### src/rtl/lsu_seq_if.sv
// Bus bundle between the load/store unit and its neighbours (decode, register file, data memory).
// The master modport is the LSU side; the slave modport is the surrounding pipeline and memory.
interface lsu_seq_if #(
    parameter int DW = 32,
    parameter int AW = 22,
    parameter int RW = 5
);
    logic          start;
    logic [4:0]    opcode;
    logic [RW-1:0] rdst;
    logic [AW-1:0] address;
    logic          busy;
    logic          done;
    logic          err;
    logic          rf_re;
    logic [RW-1:0] rf_raddr;
    logic [DW-1:0] rf_rdata;
    logic          rf_we;
    logic [RW-1:0] rf_waddr;
    logic [DW-1:0] rf_wdata;
    logic          mem_req;
    logic          mem_we;
    logic [AW-1:0] mem_addr;
    logic [DW-1:0] mem_wdata;
    logic [DW-1:0] mem_rdata;
    logic          mem_ack;

    modport master (
        input  start, opcode, rdst, address, rf_rdata, mem_rdata, mem_ack,
        output busy, done, err, rf_re, rf_raddr, rf_we, rf_waddr, rf_wdata,
               mem_req, mem_we, mem_addr, mem_wdata
    );

    modport slave (
        output start, opcode, rdst, address, rf_rdata, mem_rdata, mem_ack,
        input  busy, done, err, rf_re, rf_raddr, rf_we, rf_waddr, rf_wdata,
               mem_req, mem_we, mem_addr, mem_wdata
    );
endinterface

### src/rtl/lsu_seq.sv
// Sequential load/store unit: one load, store or no-op per start, req/ack memory access, one-cycle done.
// Optional memory-ack timeout with abort flag is enabled by defining LSU_TIMEOUT_EN.
module lsu_seq #(
    parameter int DW          = 32,
    parameter int AW          = 22,
    parameter int RW          = 5,
    parameter int MEM_TIMEOUT = 16
) (
    input  logic      clk,
    input  logic      rst_n,
    lsu_seq_if.master bus
);
    typedef enum logic [2:0] {
        IDLE,
        RF_RD,
        RF_CAP,
        MEM_REQ,
        WB,
        FIN
    } state_e;

    state_e        state_q;
    logic          isStore_q;
    logic [RW-1:0] rdst_q;
    logic [AW-1:0] addr_q;
    logic [DW-1:0] data_q;
    logic          busy_q;
    logic          done_q;
    logic          rfRe_q;
    logic          rfWe_q;
    logic          memReq_q;

`ifdef LSU_TIMEOUT_EN
    localparam int CW = $clog2(MEM_TIMEOUT + 1);
    logic [CW-1:0] count_q;
    logic          err_q;
    logic          limitHit;

    // The limit is reached in the MEM_TIMEOUT-th request cycle, i.e. when count_q holds MEM_TIMEOUT-1.
    assign limitHit = (count_q == CW'(MEM_TIMEOUT - 1));
    assign bus.err  = err_q;
`else
    logic unusedTimeout;
    assign unusedTimeout = (MEM_TIMEOUT >= 1);
    assign bus.err       = 1'b0;
`endif

    // data_q doubles as the store operand and the captured load data.
    always_ff @(posedge clk or negedge rst_n) begin
        if (!rst_n) begin
            state_q   <= IDLE;
            isStore_q <= 1'b0;
            rdst_q    <= '0;
            addr_q    <= '0;
            data_q    <= '0;
            busy_q    <= 1'b0;
            done_q    <= 1'b0;
            rfRe_q    <= 1'b0;
            rfWe_q    <= 1'b0;
            memReq_q  <= 1'b0;
`ifdef LSU_TIMEOUT_EN
            count_q   <= '0;
            err_q     <= 1'b0;
`endif
        end else begin
            done_q <= 1'b0;
            rfRe_q <= 1'b0;
            rfWe_q <= 1'b0;
`ifdef LSU_TIMEOUT_EN
            err_q  <= 1'b0;
`endif
            case (state_q)
                IDLE: begin
                    if (bus.start) begin
                        isStore_q <= bus.opcode[3];
                        rdst_q    <= bus.rdst;
                        addr_q    <= bus.address;
                        busy_q    <= 1'b1;
                        if (!bus.opcode[4]) begin
                            state_q <= FIN;
                            done_q  <= 1'b1;
                        end else if (bus.opcode[3]) begin
                            state_q <= RF_RD;
                            rfRe_q  <= 1'b1;
                        end else begin
                            state_q  <= MEM_REQ;
                            memReq_q <= 1'b1;
`ifdef LSU_TIMEOUT_EN
                            count_q  <= '0;
`endif
                        end
                    end
                end
                RF_RD: begin
                    state_q <= RF_CAP;
                end
                RF_CAP: begin
                    data_q   <= bus.rf_rdata;
                    state_q  <= MEM_REQ;
                    memReq_q <= 1'b1;
`ifdef LSU_TIMEOUT_EN
                    count_q  <= '0;
`endif
                end
                MEM_REQ: begin
                    // An ack in the same cycle as the timeout limit takes priority over the abort.
                    if (bus.mem_ack) begin
                        memReq_q <= 1'b0;
                        if (isStore_q) begin
                            state_q <= FIN;
                            done_q  <= 1'b1;
                        end else begin
                            data_q  <= bus.mem_rdata;
                            state_q <= WB;
                            rfWe_q  <= 1'b1;
                        end
`ifdef LSU_TIMEOUT_EN
                    end else if (limitHit) begin
                        memReq_q <= 1'b0;
                        state_q  <= FIN;
                        done_q   <= 1'b1;
                        err_q    <= 1'b1;
                    end else begin
                        count_q <= count_q + 1'b1;
`endif
                    end
                end
                WB: begin
                    state_q <= FIN;
                    done_q  <= 1'b1;
                end
                FIN: begin
                    state_q <= IDLE;
                    busy_q  <= 1'b0;
                end
                default: begin
                    state_q  <= IDLE;
                    busy_q   <= 1'b0;
                    memReq_q <= 1'b0;
                end
            endcase
        end
    end

    assign bus.busy      = busy_q;
    assign bus.done      = done_q;
    assign bus.rf_re     = rfRe_q;
    assign bus.rf_raddr  = rdst_q;
    assign bus.rf_we     = rfWe_q;
    assign bus.rf_waddr  = rdst_q;
    assign bus.rf_wdata  = data_q;
    assign bus.mem_req   = memReq_q;
    assign bus.mem_we    = isStore_q;
    assign bus.mem_addr  = addr_q;
    assign bus.mem_wdata = data_q;
endmodule

### src/flat_wrapper.sv
// flat-port wrapper written by rule: the top's interface ports become plain ports
module lsu_seq_flat 
#(
    parameter int DW          = 32,
    parameter int AW          = 22,
    parameter int RW          = 5,
    parameter int MEM_TIMEOUT = 16
)
  (clk, rst_n, bus_start, bus_opcode, bus_rdst, bus_address, bus_rf_rdata, bus_mem_rdata, bus_mem_ack, bus_busy, bus_done, bus_err, bus_rf_re, bus_rf_raddr, bus_rf_we, bus_rf_waddr, bus_rf_wdata, bus_mem_req, bus_mem_we, bus_mem_addr, bus_mem_wdata);
  lsu_seq_if #(.DW(DW), .AW(AW), .RW(RW)) bus_i ();
  input  logic clk;
  input  logic rst_n;
  input wire logic [$bits(bus_i.start)-1:0] bus_start;
  input wire logic [$bits(bus_i.opcode)-1:0] bus_opcode;
  input wire logic [$bits(bus_i.rdst)-1:0] bus_rdst;
  input wire logic [$bits(bus_i.address)-1:0] bus_address;
  input wire logic [$bits(bus_i.rf_rdata)-1:0] bus_rf_rdata;
  input wire logic [$bits(bus_i.mem_rdata)-1:0] bus_mem_rdata;
  input wire logic [$bits(bus_i.mem_ack)-1:0] bus_mem_ack;
  output wire logic [$bits(bus_i.busy)-1:0] bus_busy;
  output wire logic [$bits(bus_i.done)-1:0] bus_done;
  output wire logic [$bits(bus_i.err)-1:0] bus_err;
  output wire logic [$bits(bus_i.rf_re)-1:0] bus_rf_re;
  output wire logic [$bits(bus_i.rf_raddr)-1:0] bus_rf_raddr;
  output wire logic [$bits(bus_i.rf_we)-1:0] bus_rf_we;
  output wire logic [$bits(bus_i.rf_waddr)-1:0] bus_rf_waddr;
  output wire logic [$bits(bus_i.rf_wdata)-1:0] bus_rf_wdata;
  output wire logic [$bits(bus_i.mem_req)-1:0] bus_mem_req;
  output wire logic [$bits(bus_i.mem_we)-1:0] bus_mem_we;
  output wire logic [$bits(bus_i.mem_addr)-1:0] bus_mem_addr;
  output wire logic [$bits(bus_i.mem_wdata)-1:0] bus_mem_wdata;
  assign bus_i.start = bus_start;
  assign bus_i.opcode = bus_opcode;
  assign bus_i.rdst = bus_rdst;
  assign bus_i.address = bus_address;
  assign bus_i.rf_rdata = bus_rf_rdata;
  assign bus_i.mem_rdata = bus_mem_rdata;
  assign bus_i.mem_ack = bus_mem_ack;
  assign bus_busy = bus_i.busy;
  assign bus_done = bus_i.done;
  assign bus_err = bus_i.err;
  assign bus_rf_re = bus_i.rf_re;
  assign bus_rf_raddr = bus_i.rf_raddr;
  assign bus_rf_we = bus_i.rf_we;
  assign bus_rf_waddr = bus_i.rf_waddr;
  assign bus_rf_wdata = bus_i.rf_wdata;
  assign bus_mem_req = bus_i.mem_req;
  assign bus_mem_we = bus_i.mem_we;
  assign bus_mem_addr = bus_i.mem_addr;
  assign bus_mem_wdata = bus_i.mem_wdata;
  lsu_seq #(.DW(DW), .AW(AW), .RW(RW), .MEM_TIMEOUT(MEM_TIMEOUT)) u_core (.clk(clk), .rst_n(rst_n), .bus(bus_i));
endmodule
### config.mk
export PLATFORM = sky130hd
export DESIGN_NAME = lsu_seq_flat
export DESIGN_NICKNAME = d
export VERILOG_FILES = /design/src/rtl/lsu_seq_if.sv /design/src/rtl/lsu_seq.sv /design/src/flat_wrapper.sv
export SDC_FILE = /design/constraint.sdc
export NUM_CORES = 1
export LEC_CHECK = 0
export BUFFER_PORTS_ARGS = -buffer_cell sky130_fd_sc_hd__buf_2
export CORE_MARGIN = 2
export CORE_UTILIZATION = 40
export CTS_CLUSTER_DIAMETER = 120
export DETAILED_ROUTE_END_ITERATION = 10
export GPL_TIMING_DRIVEN = 0
export PLACE_DENSITY = 0.75
export SYNTH_ARGS = -nofsm -noshare
export SYNTH_HDL_FRONTEND = slang
export SYNTH_SLANG_ARGS = --single-unit
### constraint.sdc
create_clock -name clk -period 4 [get_ports clk]
set_input_delay 0.6 -clock clk [delete_from_list [all_inputs] [get_ports clk]]
set_output_delay 0.6 -clock clk [all_outputs]
set_load 0.01 [all_outputs]
==> results of run 1 <==
-- cell families after synthesis --
| kind of cell | after synthesis | share of synthesized area, % |
|---|---|---|
| AO/OA/AOI/OAI | 10 | 2.19 |
| AND/OR/NAND/NOR | 19 | 3.49 |
| multiplexers | 91 | 31.6 |
| other | 1 | 0.111 |
| flip-flops | 68 | 50.6 |
| buffers and inverters | 53 | 12.1 |
-- path summary, 6_finish.rpt --
check / startpoint / endpoint / slack, ns / cells past startpoint
max: u_core.state_q[1] / u_core.bus.mem_wdata[19] / 2.36 / 5
min: rst_n / u_core.bus.mem_addr[5] / 0.36 / 1
max reg2reg: u_core.state_q[1] / u_core.bus.mem_wdata[19] / 2.36 / 5
min reg2reg: u_core.bus.mem_addr[0] / u_core.bus.mem_addr[0] / 0.49 / 1
max in group asynchronous: rst_n / u_core.bus.mem_addr[0] / 3.10 / 1
min in group clk: bus_address[1] / u_core.bus.mem_addr[1] / 0.48 / 2
-- through the flow --
stage | std cells | instance area, µm² | total power [mW] | hold slack [ns]
after floorplan | 242 | 3370 | 2.78 | 0.304
after global placement | 545 | 4490 | 3.48 | 0.468
after detailed placement | 545 | 4490 | 3.53 | 0.479
after CTS | 561 | 4690 | 4.12 | 0.381
after global routing | 561 | 4690 | 4.36 | 0.419
final | 561 | 4690 | 4.05 | 0.357
-- cell type report --
type | instances | area [µm²] | share of cell area, %
flip-flops and latches | 68 | 1700 | 36.2
multi-input cells | 121 | 1260 | 26.8
repair buffers | 198 | 993 | 21.2
plain buffers | 50 | 395 | 8.42
well taps | 105 | 131 | 2.80
clock buffers | 9 | 124 | 2.64
clock inverters | 7 | 80.1 | 1.71
inverters | 3 | 11.3 | 0.240
-- state kept, by name, indices dropped and copies added (netlist names) --
signal,cells
u_core.bus.mem_addr,22
u_core.bus.mem_wdata,32
u_core.state_q,3
u_core.bus.rf_re,1
u_core.bus.busy,1
u_core.bus.rf_we,1
u_core.bus.done,1
u_core.bus.mem_we,1
u_core.bus.rf_raddr,5
u_core.bus.mem_req,1
-- where the power goes --
part	total, mW	internal [mW]	switching, mW
Combinational	2.22	1.29	0.921
Clock	0.578	0.295	0.282
Sequential	1.26	1.04	0.214
Total	4.05	2.63	1.42
-- placed cells by master (no fill, tap or decap) --
| master | n |
|---|---|
| conb_1 | 1 |
| a311oi_1 | 1 |
| and3_1 | 1 |
| o31ai_1 | 1 |
| nand2_1 | 3 |
| nand4b_1 | 1 |
| bufinv_16 | 1 |
| inv_6 | 3 |
| inv_1 | 3 |
| o22a_1 | 1 |
| nand2_4 | 1 |
| clkbuf_8 | 9 |
| nor4b_2 | 1 |
| and3b_1 | 1 |
| nor2_1 | 5 |
| o21ai_0 | 6 |
| buf_2 | 198 |
| nor3_1 | 2 |
| mux2_1 | 2 |
| nor2b_2 | 1 |
| mux2_2 | 79 |
| a21boi_4 | 1 |
| mux2_4 | 10 |
| clkinv_4 | 1 |
| clkinvlp_4 | 2 |
| nor2b_1 | 2 |
| buf_6 | 6 |
| nand2b_1 | 1 |
| dfrtp_1 | 68 |
| buf_4 | 44 |
-- synth_stat cells (all sizes together) --
master and n:
mux2 91, dfrtp 68, buf 50, o21ai 6, nor2 5, nand2 4, inv 3, nor2b 3
nor3 2, a21boi 1, a311oi 1, and3 1, and3b 1, conb 1, nand2b 1, nand4b 1
nor4b 1, o22a 1, o31ai 1
-- per-layer routing --
metal | routed length [µm] | vias to the layer above | global-route usage (%)
met4 | 34 | 0 | 4.29
met5 | 0 | - | 0
met2 | 3550 | 123 | 26.7
met1 | 2750 | 1165 | 17.5
li1 | - | 1218 | -
met3 | 744 | 4 | 6.26
==> results.cfg, run 1 <==
[outcome]
status = completed

[logic_synthesis]
synthDistinctLibCells = 25
synth_nets = 342
synth.top_cell.area_share_pct = 50.6
synthCells = 242
yosys-top-cells-area = dfrtp_1, mux2_2, buf_4
ys_ff_latch = 68
synth-seq-area-share_pct = 50.6
synth_area_um2 = 3370
yosys.area.top_type = dfrtp_1
syn_area_per_cell_um2 = 13.9
synth-warning-count = 0

[worst_setup_path]
required_ns = 4.22
crit_fanout = 10
path_delay_family = buffers and inverters
cp_slowest_cell = mux2_2
start_kind = register
crit_path_end_kind = register
crit_chain = buf_4 > nor2b_2 > a21boi_4 > buf_6 > mux2_2
path_class = reg -> reg
crit_arrival_ns = 1.86
max_stage_delay_ns = 0.34
cp_num_buf_inv = 2

[floorplan]
die_y_um = 95.7
io_pins = 203
initial_core_util_pct = 41.2
die_area_um2 = 9160
core_area_um2 = 8180
std_cell_rows = 33
die_width_um = 95.7

[clock_network]
clock_path_buffers = 2
cts.repair_timing.setup_buffer_count = 0
clock_sinks = 68
holdBufCountCts = 0
cts.clk_slew.worst_paths_ns = 0.08
postCtsResizedCells = 0
cts_tree = built
cts_max_level = 3
cts_made_buffers = 9
clk_latency_ns = 0.34
clock-root-buffer = clkbuf_8

[global_routing]
antenna_found_initial = 0
grt_start_max_net_pins = 69
first_global_vias = 2425
grt.overflow.total = 0
grt_usage_pct = 15.4
grt_first_pass_wirelength_um = 10800

[sta]
hold_viol = 0
skew_ns = 0.0128
grt_setup_unrepaired = false
max_freq_mhz = 610
finalSetupTns_ns = 0
setup-violations-final = 0
fin_crit_ns = 1.64
maxSlewViolCount = 0
worstMarginPinSlew_ns = 0.829
fin_ws_ns = 2.36
min_period_over_period_pct = 41.0
slew_headroom_pct = 44.7

[pwr]
power_density_nw_per_um2 = 863
p_leak_nw = 2.44
vdd_ir_drop_max_uv = 391

[route]
drc = 0
wire_per_inst_um = 12.6
ant_nets = 0
num_vias = 2510
wirelength_um = 7080
routed_via_density = 4.47
dr.first_iter.drc_count = 44
dr.pass1.iters = 4

[final_layout]
fill_cells = 697
antenna_cells = 0
finish.utilization_pct = 57.4
area_growth_pct = 39.5
finalNetCount = 551
layout-drive-gt1-share_pct = 78.3

[placed_design]
dpl.hpwl_um = 5490
io_buffers = 198
post-place-ws_ns = 2.15
gp_congestion = 0.715

[hold_path]
min_path_type = in -> async

[run]
cap_viol_max_count = 0
Power figures use the tool's default switching activity.
==> inputs of run 2 (changes only) <==
--- a/config.mk
+++ b/config.mk
@@ -5,13 +5,14 @@
 export SDC_FILE = /design/constraint.sdc
 export NUM_CORES = 1
 export LEC_CHECK = 0
+export ABC_AREA = 1
 export BUFFER_PORTS_ARGS = -buffer_cell sky130_fd_sc_hd__buf_2
 export CORE_MARGIN = 2
 export CORE_UTILIZATION = 40
 export CTS_CLUSTER_DIAMETER = 120
 export DETAILED_ROUTE_END_ITERATION = 10
 export GPL_TIMING_DRIVEN = 0
-export PLACE_DENSITY = 0.75
+export PLACE_DENSITY = 0.76
 export SYNTH_ARGS = -nofsm -noshare
 export SYNTH_HDL_FRONTEND = slang
 export SYNTH_SLANG_ARGS = --single-unit
==> constraint.sdc (replaced) <==
create_clock -name clk -period 1.6 [get_ports clk]
set_input_delay 0.24 -clock clk [delete_from_list [all_inputs] [get_ports clk]]
set_output_delay 0.24 -clock clk [all_outputs]
set_load 0.01 [all_outputs]
==> run 2 against run 1 <==
Global-route usage grew 5.3 points. Largest power group unchanged. Combinational power is 120% higher. Sequential cell count stayed put. Worst hold slack got worse by 0.36 ns. Core utilization is 1.7 points higher. Clock skew is 0.00081 ns higher.
==> results.cfg, run 2 <==
[logic_synthesis]
synth_commonest_cells = nand2_1, nor2_1, dfrtp_1
synth-warning-count = 0
yosys-top-cells-area = dfrtp_1, nand2_1, buf_4
synth_nets = 513
synth_ff_type = dfrtp_1
synthCells = 413
synth_top_family_by_area = simple AND/OR/NAND/NOR gates
synth-edff-count = 0
synth_compound_area_share_pct = 6.11
synthAdderAreaFrac_pct = 0
synth.top_cell.area_share_pct = 52.6
synth_most_common_cell = nand2_1
synthArstFlopShare_pct = 100
synthDistinctLibCells = 18
synth-xor-area-share_pct = 0
synth_area_um2 = 3240
syn_area_per_cell_um2 = 7.84
synth-simple-area-share_pct = 28.9
muxShareOfSynthArea_pct = 0
yosys.area.top_type = dfrtp_1
ys_ff_latch = 68
synth-seq-area-share_pct = 52.6

[pwr]
total_power_mw = 9.58
p_leak_nw = 2.82
power_density_nw_per_um2 = 2080
vdd_ir_drop_max_uv = 1010

[route]
met3_length_um = 813
routed_via_density = 4.52
top_layer = met4
wl_met1_um = 3820
dr.first_iter.drc_count = 105
wire_per_inst_um = 12.6
num_vias = 3293
drc = 0
wirelength_um = 9200
ant_nets = 0
wl_met2_um = 4480
dr.pass1.iters = 4

[placed_design]
io_buffers = 198
post-place-ws_ns = -0.0380
dpl.hpwl_um = 7090
gp_congestion = 0.771
place_area_um2 = 4360

[clock_network]
holdBufCountCts = 0
clock_path_buffers = 2
cts.repair_timing.setup_buffer_count = 0
cts_max_level = 3
cts_made_buffers = 9
clock-root-buffer = clkbuf_8
cts_tree = built
clk_latency_ns = 0.34
clock_sinks = 68
cts.clk_slew.worst_paths_ns = 0.08
postCtsResizedCells = 1

[floorplan]
die_width_um = 94.0
initial_core_util_pct = 41.7
std_cell_rows = 32
core_area_um2 = 7770
die_y_um = 94.0
io_pins = 203
die_area_um2 = 8830

[sta]
skew_ns = 0.0136
min_period_over_period_pct = 91.9
hold_viol = 0
fin_ws_ns = 0.129
worstMarginPinSlew_ns = 0.855
maxSlewViolCount = 0
slew_headroom_pct = 43.0
finalSetupTns_ns = 0
max_freq_mhz = 680
grt_setup_unrepaired = false
fin_crit_ns = 1.47
setup-violations-final = 0

[global_routing]
grt.overflow.total = 0
grt_usage_pct = 20.6
first_global_vias = 3127
antenna_found_initial = 0
grt_start_max_net_pins = 69
grt_first_pass_wirelength_um = 14400

[final_layout]
layout_commonest_cell = buf_2
postLayoutCellArea_um2 = 4590
largest_register_ffs = 32
final_cell_mix = buf_2, nand2_1, nor2_1, dfrtp_1, buf_4
layout-drive-gt1-share_pct = 44.0
finalNetCount = 722
antenna_cells = 0
area_growth_pct = 41.9
finish.utilization_pct = 59.1

[worst_setup_path]
worst_r2r_path_depth = 6
crit_path_end = u_core.bus.mem_wdata[16]
crit_path_end_kind = register
start_kind = register
rrSetupSlack_ns = 0.13
required_ns = 1.87
r2r_start = u_core.state_q[0]
crit_start = u_core.state_q[0]
crit_fanout = 10
crit_arrival_ns = 1.74
path_class = reg -> reg
regToRegEndpoint = u_core.bus.mem_wdata[16]

[hold_path]
min_path_type = in -> async

[run]
cap_viol_max_count = 0

[outcome]
status = completed
run 2: changes by cell type in the layout (fill, tap and decap cells not counted), sizes merged, moves of 2 or more:
cell,previous run,this run
inv,6,8
nand2,4,162
mux2,91,0
a21oi,0,2
buf,248,250
clkbuf,9,14
nor2,5,71
nand3,0,5
o21ai,6,36
nor2b,3,0
run 2: logic make-up after synthesis:
family | Yosys count
AOI/OAI and AO/OA | 39
DFF | 68
other | 1
and+or+nand+nor | 241
buffers and inverters | 64
run 2: cell type report:
cell class,count,area (µm²)
fillers,759,3170
flip-flops and latches,68,1700
clock inverters,6,87.6
plain buffers,56,373
clock buffers,10,138
well taps,102,128
multi-input cells,281,1140
inverters,8,30.0
repair buffers,198,993
run 2: per-stage QoR:
stage | hold WS [ns] | instances
CTS | 0.0319 | 729
finish | 0.000173 | 729
detailed placement | 0.406 | 713
floorplan | -0.0556 | 413
global placement | 0.440 | 713
global route | 0.0637 | 729
run 2: per-layer routing:
layer	GRT usage [%]	vias to the layer above
met5	0	-
met2	34.9	151
met1	26.0	1485
met3	4.82	8
li1	-	1649
met4	6.76	0
run 2: where the power goes:
| group | switching, mW | leakage (nW) | total (mW) | internal, mW |
|---|---|---|---|---|
| registers | 0.573 | 0.846 | 3.12 | 2.55 |
| logic | 2.73 | 1.87 | 4.88 | 2.14 |
| clock network | 0.665 | 0.105 | 1.58 | 0.917 |
| total | 3.97 | 2.82 | 9.58 | 5.61 |
run 2: worst min-delay path by stage:
stage | end | slack (ns) | cells after the start
CTS | u_core.bus.mem_addr[3] | 0.03 | 1
detailed placement | u_core.bus.mem_addr[3] | 0.41 | 1
finish | u_core.bus.rf_raddr[3] | 0.0002 | 1
global route | u_core.bus.mem_addr[6] | 0.06 | 1
global placement | u_core.bus.rf_raddr[2] | 0.44 | 3
floorplan | u_core.bus.busy | -0.06 | 0
run 2: critical path, cell delays in order (launching register included):
cell      delay, ns
dfrtp_1        0.44
nand2_1        0.30
clkbuf_2       0.31
nor2_1         0.08
nor2_1         0.11
o21ai_0        0.10
nand2_1        0.07
